### config.mk
export PLATFORM = sky130hd
export DESIGN_NAME = atomic_counter_reader
export DESIGN_NICKNAME = d
export VERILOG_FILES = /design/src/rtl/atomic_counter_reader.sv
export SDC_FILE = /design/constraint.sdc
export NUM_CORES = 1
export LEC_CHECK = 0
export BUFFER_PORTS_ARGS = -buffer_cell sky130_fd_sc_hd__buf_2
export CORE_ASPECT_RATIO = 1.2
export CORE_MARGIN = 5
export CORE_UTILIZATION = 24
export CTS_CLUSTER_DIAMETER = 100
export CTS_CLUSTER_SIZE = 30
export DETAILED_ROUTE_END_ITERATION = 10
export HOLD_SLACK_MARGIN = 0.12
export SYNTH_ARGS = -nofsm -noshare
export SYNTH_HDL_FRONTEND = slang
export SYNTH_SLANG_ARGS = --single-unit
### constraint.sdc
create_clock -name clk -period 8.4 [get_ports clk]
set_input_delay 0.84 -clock clk [delete_from_list [all_inputs] [get_ports clk]]
set_output_delay 0.84 -clock clk [all_outputs]
set_load 0.02 [all_outputs]
### src/rtl/atomic_counter_reader.sv
// atomic_counter_reader
//   Bus-side initiator for the 64-bit atomic event counter. It issues the two-access 32-bit
//   read pair: the first access is atomic and returns the low word while the counter snapshots
//   the high word, and the second access returns that snapshot. The module reassembles a
//   coherent 64-bit sample and reports the delta since the previous sample. Reads start on a
//   software command or on the internal periodic poll timer.
//
// Parameters
//   POLL_INTERVAL   cycles between poll ticks while poll_en_i=1 (>=2)
//   TIMEOUT_CYCLES  max wait cycles for ack_i per access (only with ACR_TIMEOUT_EN)
//
// Ports
//   clk        in   clock, all flops on posedge
//   reset      in   asynchronous, active-high reset
//   start_i    in   one-shot read command, ignored while busy_o=1
//   poll_en_i  in   enables periodic reads
//   busy_o     out  read sequence in progress
//   req_o      out  registered request to counter
//   atomic_o   out  registered, marks the first access of the pair
//   ack_i      in   counter acknowledge, one cycle after req_o
//   count_i    in   counter read data, valid with ack_i
//   data_o     out  last complete sample {hi, lo}
//   delta_o    out  data_o minus previous sample, modulo 2^64
//   valid_o    out  one-cycle pulse, data_o/delta_o updated
//   err_o      out  one-cycle pulse, sequence aborted on timeout
//
// Configuration
//   ACR_TIMEOUT_EN  when defined, each WAIT state aborts after TIMEOUT_CYCLES cycles without
//                   ack_i. When undefined, WAIT states hold indefinitely and err_o is 0.

module atomic_counter_reader #(
   parameter int unsigned POLL_INTERVAL  = 16,
   parameter int unsigned TIMEOUT_CYCLES = 8
) (
   input  logic        clk,
   input  logic        reset,
   input  logic        start_i,
   input  logic        poll_en_i,
   output logic        busy_o,
   output logic        req_o,
   output logic        atomic_o,
   input  logic        ack_i,
   input  logic [31:0] count_i,
   output logic [63:0] data_o,
   output logic [63:0] delta_o,
   output logic        valid_o,
   output logic        err_o
);

   localparam int unsigned TimerW = (POLL_INTERVAL > 1) ? $clog2(POLL_INTERVAL) : 1;

   typedef enum logic [2:0] {
      StIdle,
      StReqLo,
      StWaitLo,
      StReqHi,
      StWaitHi,
      StDone
   } state_e;

   state_e              state_q, state_d;
   logic [31:0]         lo_q, hi_q;
   logic [63:0]         data_q, delta_q;
   logic                valid_q, req_q, atomic_q;
   logic [TimerW-1:0]   timer_q, timer_d;
   logic                pend_q, pend_d;
   logic                launch, timer_run, tick, timeout;

   assign busy_o   = (state_q != StIdle);
   assign req_o    = req_q;
   assign atomic_o = atomic_q;
   assign data_o   = data_q;
   assign delta_o  = delta_q;
   assign valid_o  = valid_q;

   // The timer is frozen while a poll is pending or a read is in flight, so a poll-driven read
   // blocks the timer and back-to-back polls are spaced POLL_INTERVAL plus the read length.
   always_comb begin
      launch    = (state_q == StIdle) && (start_i || pend_q);
      timer_run = poll_en_i && !busy_o && !pend_q;
      tick      = timer_run && (timer_q == TimerW'(POLL_INTERVAL - 1));
      timer_d   = timer_q;
      pend_d    = pend_q;
      if (!poll_en_i) begin
         timer_d = '0;
         pend_d  = 1'b0;
      end else begin
         if (timer_run) begin
            timer_d = tick ? '0 : timer_q + 1'b1;
         end
         // A tick coinciding with a start launch is consumed by that same launch.
         pend_d = (pend_q || tick) && !launch;
      end
   end

   always_comb begin
      state_d = state_q;
      case (state_q)
         StIdle:   if (launch) state_d = StReqLo;
         StReqLo:  state_d = StWaitLo;
         StWaitLo: begin
            if (ack_i)        state_d = StReqHi;
            else if (timeout) state_d = StIdle;
         end
         StReqHi:  state_d = StWaitHi;
         StWaitHi: begin
            if (ack_i)        state_d = StDone;
            else if (timeout) state_d = StIdle;
         end
         StDone:   state_d = StIdle;
         default:  state_d = StIdle;
      endcase
   end

   // data_q doubles as the previous sample: both only ever change together in StDone.
   always_ff @(posedge clk or posedge reset) begin
      if (reset) begin
         state_q  <= StIdle;
         lo_q     <= '0;
         hi_q     <= '0;
         data_q   <= '0;
         delta_q  <= '0;
         valid_q  <= 1'b0;
         req_q    <= 1'b0;
         atomic_q <= 1'b0;
         timer_q  <= '0;
         pend_q   <= 1'b0;
      end else begin
         state_q  <= state_d;
         timer_q  <= timer_d;
         pend_q   <= pend_d;
         valid_q  <= (state_q == StDone);
         req_q    <= (state_d == StReqLo) || (state_d == StReqHi);
         atomic_q <= (state_d == StReqLo);
         if (state_q == StWaitLo && ack_i) lo_q <= count_i;
         if (state_q == StWaitHi && ack_i) hi_q <= count_i;
         if (state_q == StDone) begin
            data_q  <= {hi_q, lo_q};
            delta_q <= {hi_q, lo_q} - data_q;
         end
      end
   end

`ifdef ACR_TIMEOUT_EN
   localparam int unsigned WaitW = $clog2(TIMEOUT_CYCLES) + 1;

   logic [WaitW-1:0] wait_q, wait_d;
   logic             err_q;
   logic             in_wait;

   always_comb begin
      in_wait = (state_q == StWaitLo) || (state_q == StWaitHi);
      timeout = in_wait && !ack_i && (wait_q == WaitW'(TIMEOUT_CYCLES - 1));
      // Restart on every WAIT entry; count only while still waiting.
      wait_d  = (in_wait && !ack_i && !timeout) ? wait_q + 1'b1 : '0;
   end

   always_ff @(posedge clk or posedge reset) begin
      if (reset) begin
         wait_q <= '0;
         err_q  <= 1'b0;
      end else begin
         wait_q <= wait_d;
         err_q  <= timeout;
      end
   end

   assign err_o = err_q;
`else
   logic unused_timeout_cfg;

   assign unused_timeout_cfg = (TIMEOUT_CYCLES == 0);
   assign timeout            = 1'b0;
   assign err_o              = 1'b0;
`endif

endmodule

======== Word level (Yosys, flattened, before mapping) ========
Index checks and enable logic that the tools add are counted.
word-level totals
  input port bits ......................... 37
  register bits ........................... 203
  output and inout bits ................... 133
operators by class
  equality and inequality tests ........... 9
  $add $sub $neg .......................... 2
  mux-type cells .......................... 8
  reductions and logical operators ........ 15
operators with widths
  operator                                                                  count
  64-bit subtractor                                                         1
  3-bit one-hot mux with 5 select lines                                     1
  4-bit two-way mux                                                         3
  3-bit by 2-bit == test with 1-bit output (second input constant)          3
  3-bit two-way mux                                                         3
  1-bit logical AND                                                         7
  3-bit by 1-bit == test with 1-bit output (second input constant)          2
  3-bit == test (second input constant)                                     2
  4-bit by 1-bit adder with 4-bit output (second input constant)            1
  4-bit == test (second input constant)                                     1
  1-bit zero test                                                           3
  3-bit zero test                                                           1
  1-bit logical OR                                                          3
  3-bit nonzero test                                                        1
  2-bit by 1-bit inequality test with 1-bit output (second input constant)  1
  1-bit two-way mux                                                         1

======== Logic depth before layout (Yosys ltp) ========
Gate-level depths: netlist of the first run.
  depth after elaboration ................. 8
  gate-level depth with buffers ........... 12
  mapped depth without buffers ............ 12

======== Worst setup path before layout of the first run ========
Ideal clock, no wire load.
  path kind ............................... register -> register
  start point ............................. register data_q[0], in the netlist data_o[0]
  end point ............................... register delta_q[52], in the netlist delta_o[52]
  arrival time ............................ 2839 ps
  required time ........................... 8331 ps
  cell stages (with the launch flop) ...... 12
  clock period less this slack ............ 2909 ps
  slack ................................... 5491 ps
  cells stage by stage .................... dfrtp_1 > ha_1 > fa_1 > nand2b_1 > a21oi_1 > o41ai_2 > a211o_1 > a21o_1 > a211oi_2 > o21ai_1 > a211o_1 > nand3_1
between the ends
  word-level cells in the longest chain between the ends .. 1
ends and longest elaborated chain
  item                    line  RTL
  start, declared         63    logic [63:0] data_q, delta_q;
  start signal, assigned  138   data_q <= {hi_q, lo_q};
  64-bit subtractor       139   delta_q <= {hi_q, lo_q} - data_q;
  end signal, assigned    139
  end, declared           63
Every way passes these cells.
A chain may end at the register's enable or synchronous reset.

======== Worst setup path after layout of the first run ========
Same ends and word-level chain as after synthesis.

==> results of run 1 <==
[sequential cells by signal, indices dropped and copies added (netlist names)]
name and cells:
atomic_o 1, data_o 64, delta_o 64, hi_q 32, lo_q 32, pend_q 1, req_o 1, state_q 3
timer_q 4, valid_o 1
[routing by layer]
metal | share of wire | wire, um | vias up
met4 | 0.013 | 499 | 0
met5 | 0 | 0 | -
met3 | 0.066 | 2468 | 28
li1 | - | - | 4731
met1 | 0.43 | 16150 | 4713
met2 | 0.49 | 18530 | 256
[kinds of logic (layout without fill, tap and decap cells)]
family | count (synthesis) | count (layout) | share of synthesized area
muxes | 65 | 65 | 0.06257
AOI/OAI and AO/OA | 375 | 375 | 0.1994
other | 1 | 2 | 0.0003216
DFF | 203 | 203 | 0.4357
adders and majority gates | 65 | 65 | 0.07040
and+or+nand+nor | 376 | 376 | 0.1483
xor gates and xnor gates | 44 | 44 | 0.03305
buffers and inverters | 151 | 274 | 0.05023
[how the worst max path moves through the flow]
stage	end	slack, ps	cells past startpoint
detailed placement	delta_o[52]	5200	11
finish	delta_o[52]	5140	11
global placement	delta_o[52]	5240	11
global route	delta_o[63]	4990	11
floorplan	atomic_o	2020	1
CTS	delta_o[52]	5160	11
[stage by stage]
| stage | setup slack [ps] | util | instance area, um^2 | std cells | hold slack [ps] |
|---|---|---|---|---|---|
| detailed placement | 5205 | 0.2718 | 13080 | 2015 | 465.8 |
| CTS | 5164 | 0.2802 | 13480 | 2033 | 490.0 |
| global route | 4995 | 0.2802 | 13480 | 2033 | 506.4 |
| floorplan | 2021 | - | 11660 | 1280 | 471.5 |
| global placement | 5243 | 0.2718 | 13080 | 2015 | 458.7 |
| finish | 5139 | 0.2803 | 13490 | 2034 | 480.2 |
[placed cells by master, fill, tap and decap left out, types with 25 or more instances in the layout]
cell type	instances
a21o_1	30
a21oi_1	87
buf_2	168
dfrtp_1	203
ha_1	64
inv_1	80
mux2_2	63
nand2_1	199
nand3_1	25
nand4_1	33
nor2_1	34
nor3_1	25
o21ai_0	141
xnor2_1	27
[cells in the mapped netlist, types with 7 or more instances]
cell type / instances
mux2_2: 63
clkbuf_1: 52
buf_2: 12
dfrtp_1: 203
nor3_1: 25
nand4_1: 33
o21ai_0: 141
ha_1: 64
o21bai_1: 15
a21oi_1: 87
a211o_1: 7
xnor2_1: 27
nor2_1: 34
nand3_1: 25
o211ai_1: 10
or3_1: 7
a31oi_1: 9
nand2b_1: 10
a21o_1: 30
o21a_1: 17
o21ai_1: 14
xor2_1: 17
inv_1: 81
o31ai_1: 12
nand2_1: 199
and3_1: 9
[layout make-up]
class	count	share of cell area
antenna	1	0.0001856
timing repair buffer	174	0.06569
sequential	203	0.3767
multi-input combinational	926	0.4455
inverter	82	0.02357
clock buffer	13	0.02412
tap	630	0.05845
clock inverter	5	0.005752
[worst max-delay path, delay by kind of cell (launching register included)]
family	cells	cell delay (ps)
simple gates	2	260
fa+ha+maj	2	630
flops	1	420
compound gates	7	1900
==> results.toml, run 1 <==
[run_status]
status = "finished, final reports clean"

[cts]
cts_hold_buf = 0
ctsResizeCount = 0
clkSlewWorstSetupHoldPaths_ps = 110
cts_made_buffers = 12
post_cts_buffers = 0
cts.sinks = 203
cts_max_level = 1
tritoncts = "done"
insertion_delay_ps = 510
cts_root_buf = "clkbuf_16"
clk_path_buf_depth = 3

[hold_path]
whs_endpoint = "delta_o[10]"
hp-class = "reg -> reg"
hold_start = "delta_o[10]"
holdPathStages = 2

[sta]
fin_skew_ps = 29.54
rsz0062_at_grt = "false"
hold_viol_final = 0
setup_viol = 0
period_share = 0.3882
layout_min_cycle_time_ps = 3261
worst_pin_slew_ps = 983.4
finalSetupTns_ps = 0
slew_violations = 0
fmax_ghz = 0.3067
slew-limit-headroom = 0.3444

[logic_synthesis]
synth_warnings = 0
syn_nets = 1382
yosys.cell_types.count = 68
ys_seq_area_frac = 0.4357
synth_area_um2 = 11660
netlist_instances = 1280
synthesis.area_per_instance_um2 = 9.108
synth.top_cell.area_share = 0.4357
synth-seq-cells = 203
synth-edff-count = 0
synth_top_area_cell = "dfrtp_1"
synthTopCellsByArea = "dfrtp_1 44%, ha_1 6.9%, nand2_1 6.4%, mux2_2 6.1%, o21ai_0 6.1%"
async_reset_ff_frac = 1.000
ys.flop_type = "dfrtp_1"

[detailed_routing]
via_per_inst = 4.783
wl_um = 37640
drt_iter0_drc = 656
ant_nets = 0
drt_pass1_iterations = 6
drcViolationCount = 0
wire_per_inst_um = 18.51
vias = 9728

[setup_path]
r2r_cells = 11
cp_slowest_cell = "dfrtp_1"
r2r_end = "delta_o[52]"
critical-path-max-stage-delay_ps = 420
cp.required_ps = 8840
crit_chain = "ha_1, fa_1, nand2b_1, a21oi_1, o41ai_2, a211o_1, a21o_1, a211oi_2, o21ai_1, a211o_1, nand3_1"
path_common_cell = "a211o_1"
cp.arrival_ps = 3700
crit_fanout = 4
rrSetupSlack_ps = 5140
rr_startpoint = "data_o[0]"
crit_start = "data_o[0]"
worstSetupPathType = "reg -> reg"
critPathCaptureType = "register"
startpoint_type = "register"

[floorplanning]
die_y_um = 251.4
initial_core_util = 0.2423
core_area_um2 = 48120
rows = 88
io_pins = 170
die_w_um = 211.2
dieArea_um2 = 53100

[global_route]
antenna_found_initial = 1
grt_pass1_vias = 9620
met3_usage = 0.03209
grt_pass1_wl_um = 58260
grt_overflow = 0
grt_max_degree = 141
grtUsageMet1 = 0.1793
met2_usage = 0.2392
grt_usage = 0.1384
busiest_layer = "met2"

[cells_and_area]
fill_cells = 5060
nNetsFinal = 1501
multi_input_area_um2 = 6008
regArea_um2 = 5080
drive_above_1_share = 0.1953
syn2layout_area_growth_pct = 15.67

[placement]
dp_hpwl_um = 29580
port_buffers = 168
gp_congestion = 0.8988

[run]
maxCapViolCount = 0
Power of run 1 is not shown: default switching activity piles up to over one toggle a cycle in this logic, so the estimate is an artifact.
==> inputs of run 2 (changes only) <==
==> constraint.sdc (replaced) <==
create_clock -name clk -period 3 [get_ports clk]
set_input_delay 0.3 -clock clk [delete_from_list [all_inputs] [get_ports clk]]
set_output_delay 0.3 -clock clk [all_outputs]
set_load 0.02 [all_outputs]
==> results.toml, run 2 (synthesis gave the netlist of run 1 again) <==
[cells_and_area]
drive_above_1_share = 0.2450
mostFrequentLayoutCells = "203 x dfrtp_1, 198 x nand2_1, 168 x buf_2"
regArea_um2 = 5080
multi_input_area_um2 = 6223
nNetsFinal = 1592
finalNonFillerCells = 2124
n_antenna_cell = 0
fill_cells = 5034
final_common_cell = "dfrtp_1"
syn2layout_area_growth_pct = 24.46

[detailed_routing]
drt_iter0_drc = 568
drcViolationCount = 0
wire_per_inst_um = 18.17
wl_um = 38600
ant_nets = 0
via_per_inst = 4.775
vias = 10142
drt_pass1_iterations = 7

[setup_path]
crit_fanout = 3
crit_start = "data_o[0]"
cp.arrival_ps = 3360
cp.required_ps = 3440
worstSetupPathType = "reg -> reg"
startpoint_type = "register"
critPathCaptureType = "register"
rr_startpoint = "data_o[0]"

[floorplanning]
die_w_um = 211.2
core_area_um2 = 48120
die_y_um = 251.4
initial_core_util = 0.2423
io_pins = 170
rows = 88
dieArea_um2 = 53100

[sta]
fmax_ghz = 0.3430
period_share = 0.9719
worst_pin_slew_ps = 760.6
setup_viol = 0
slew-limit-headroom = 0.4918
layout_min_cycle_time_ps = 2916
fin_skew_ps = 24.28
slew_violations = 0
hold_viol_final = 0
fin_ws_ps = 84.40

[cts]
cts_max_level = 1
tritoncts = "done"
clk_path_buf_depth = 3
clkSlewWorstSetupHoldPaths_ps = 120
cts_made_buffers = 12
cts_root_buf = "clkbuf_16"
cts.sinks = 203
insertion_delay_ps = 500

[hold_path]
hp-class = "in -> reg"
hold_start = "start_i"

[placement]
dp_hpwl_um = 30420
gp_congestion = 0.8856
place_ws_ps = -77.48
port_buffers = 168
dp_cells = 2066

[run_status]
status = "finished, final reports clean"

[run]
maxCapViolCount = 0

[global_route]
grt_usage = 0.1400
grt_max_degree = 133
antenna_found_initial = 0
grt_pass1_vias = 10244
grt_overflow = 0
grt_pass1_wl_um = 59500
run 2: cell types whose count changed in the layout (fill, tap and decap cells not counted), moves of 3 or more:
cell	before	now
a21oi_1	87	80
a21oi_2	2	7
buf_12	0	4
buf_4	6	59
dlygate4sd3_1	0	34
ha_1	64	52
ha_2	0	8
ha_4	0	4
nor3_1	25	22
run 2: path summary, 6_finish.rpt:
| check | end | slack [ps] | cells past startpoint |
|---|---|---|---|
| max in group asynchronous | delta_o[15] | 1820 | 4 |
| setup reg to reg | delta_o[52] | 80 | 12 |
| hold reg to reg | delta_o[8] | 480 | 2 |
| setup / recovery | delta_o[52] | 80 | 12 |
| hold / removal | atomic_o | 230 | 3 |
| min in group asynchronous | delta_o[32] | 440 | 3 |
run 2: metal layers:
metal | track usage | wire, um | up-vias
met5 | 0 | 0 | -
met4 | 0.02186 | 558 | 0
met3 | 0.03656 | 2761 | 33
met2 | 0.2529 | 19230 | 231
met1 | 0.1703 | 16050 | 4957
li1 | - | - | 4921
run 2: what timing repair did:
action | in CTS | in global routing
hold buffers | 34 | 0
endpoints found under the hold margin | 87 | 0
gates cloned | 0 | 0
resized for setup | 5 | 38
pin swaps | 3 | 16
setup endpoints to repair | 9 | 28
buffers inserted | 1 | 5
run 2: worst max-delay path, cell delays in order (launching register included):
cell,delay (ps)
dfrtp_1,410
ha_2,220
fa_2,360
nand2b_4,160
a21oi_2,160
buf_4,150
o41ai_4,80
a211o_1,340
a21o_1,210
a211oi_2,290
o21ai_2,120
a211o_1,310
nand3_1,70
run 2: stage by stage:
stage	util	setup TNS, ps	hold WS [ps]	cell area [um^2]
after floorplan	-	0	407.9	11660
after global placement	0.2808	-10.54	445.1	13510
after global routing	0.3016	-18.25	276.8	14510
after CTS	0.2968	0	221.7	14280
after detailed placement	0.2808	-328.3	432.0	13510
final	0.3016	0	230.1	14510
run 2: cell type report:
class                      count  share of cell area
inverter                      82             0.02164
timing repair buffer         265              0.1174
multi-input combinational    926              0.4289
sequential                   203              0.3501
tap                          630             0.05432
clock inverter                 5            0.005174
clock buffer                  13             0.02242
Power of run 2 is left out for the same reason.
==> inputs of run 3 (changes only) <==
--- a/config.mk
+++ b/config.mk
@@ -6,7 +6,6 @@
 export NUM_CORES = 1
 export LEC_CHECK = 0
 export BUFFER_PORTS_ARGS = -buffer_cell sky130_fd_sc_hd__buf_2
-export CORE_ASPECT_RATIO = 1.2
 export CORE_MARGIN = 5
 export CORE_UTILIZATION = 24
 export CTS_CLUSTER_DIAMETER = 100
==> results.toml, run 3 (synthesis gave the netlist of run 1 again) <==
[run_status]
status = "finished, final reports clean"

[global_route]
antenna_found_initial = 0
grt_pass1_vias = 10064
grt_usage = 0.1412
grt_pass1_wl_um = 60000
grt_overflow = 0
grt_max_degree = 133

[sta]
setup_viol = 0
fin_skew_ps = 17.56
worst_pin_slew_ps = 786.9
hold_viol_final = 0
period_share = 0.9754
slew_violations = 0
fin_hold_ws_ps = 169.4
slew-limit-headroom = 0.4743
fmax_ghz = 0.3417
rsz0062_at_grt = "true"
layout_min_cycle_time_ps = 2926

[cts]
clk_path_buf_depth = 3
cts_made_buffers = 13
cts.sinks = 203
tritoncts = "done"
insertion_delay_ps = 500
clkSlewWorstSetupHoldPaths_ps = 120
cts_root_buf = "clkbuf_16"
cts_max_level = 1

[setup_path]
cp.arrival_ps = 3320
rrSetupSlack_ps = 70
critPathCaptureType = "register"
startpoint_type = "register"
critical-path-max-stage-delay_ps = 540
cp.required_ps = 3390
cp_slowest_cell = "a2111oi_4"
crit_chain = "inv_2, ha_4, nor2b_4, o2111ai_4, a21oi_4, nor2_4, a2111oi_4, o2111ai_4, a2111oi_4, or4_1, nand3_1"
r2r_end = "delta_o[63]"
r2r_cells = 11
crit_fanout = 5
rr_startpoint = "data_o[1]"
worstSetupPathType = "reg -> reg"

[floorplanning]
io_pins = 170
core_area_um2 = 47950
initial_core_util = 0.2432
die_w_um = 230.4
rows = 80
dieArea_um2 = 53090
die_y_um = 230.4

[cells_and_area]
nNetsFinal = 1597
syn2layout_area_growth_pct = 24.79
fill_cells = 5045
final_common_cell = "dfrtp_1"
fin_util = 0.3034
drive_above_1_share = 0.2418
mostFrequentLayoutCells = "203 x dfrtp_1, 199 x nand2_1, 168 x buf_2"

[placement]
dp_hpwl_um = 30340
port_buffers = 168
gp_congestion = 0.8773

[detailed_routing]
wl_um = 38750
ant_nets = 0
wire_per_inst_um = 18.31
drcViolationCount = 0
drt_iter0_drc = 759
vias = 10158
via_per_inst = 4.798
drt_pass1_iterations = 5

[run]
maxCapViolCount = 0

[hold_path]
whs_endpoint = "atomic_o"
hp-class = "in -> reg"
holdPathStages = 3
hold_start = "start_i"
[run 3: metrics by stage]
step                      worst slack [ps]  cells  setup TNS (ps)  instance area [um^2]
final                                73.68   2117               0                 14550
after global routing                -35.28   2116          -119.9                 14550
after CTS                          0.03531   2113               0                 14370
after detailed placement            -180.3   2056          -872.1                 13540
after global placement              -110.5   2056          -365.2                 13540
after floorplan                      69.70   1280               0                 11660
[run 3: area by class of cell]
cell class | count | area (um^2) | area share
Multi-Input combinational cell | 926 | 6200 | 0.4261
Antenna cell | 1 | 2.502 | 0.0001720
Sequential cell | 203 | 5080 | 0.3492
Timing Repair Buffer | 269 | 1744 | 0.1199
Clock inverter | 8 | 113.9 | 0.007826
Tap cell | 615 | 769.5 | 0.05289
Inverter | 82 | 314.1 | 0.02159
Clock buffer | 13 | 325.3 | 0.02236
[run 3: what timing repair did]
| item | CTS | global route |
|---|---|---|
| setup buffers | 3 | 4 |
| resized for setup | 9 | 24 |
| endpoints found under the setup margin | 17 | 32 |
| hold endpoints to repair | 81 | 0 |
| pin swaps | 9 | 15 |
| hold buffers | 33 | 0 |
[run 3: layer usage]
layer / vias to the layer above / wire length, um / GRT usage
li1: 4935 / - / -
met5: - / 0 / 0
met2: 262 / 17700 / 0.2301
met3: 34 / 2395 / 0.02826
met4: 0 / 689 / 0.02373
met1: 4927 / 17970 / 0.1982
[run 3: worst max-delay path by stage]
stage | from | end | slack (ps)
2_1_floorplan | reset | atomic_o | 70
3_3_place_gp | data_o[0] | delta_o[50] | -110
3_5_place_dp | data_o[0] | delta_o[50] | -180
4_1_cts | data_o[1] | delta_o[63] | 0.04
5_1_grt | data_o[1] | delta_o[63] | -40
6_report | data_o[1] | delta_o[63] | 70
[run 3: critical path: cells and delay by family (launching register included)]
kind                     cells  cell delay [ps]
AO/OA/AOI/OAI                5             1610
buffers and inverters        1               70
adder cells (fa/ha/maj)      1              250
flip-flops                   1              430
AND/OR/NAND/NOR              4              440
Power of run 3 is left out for the same reason.
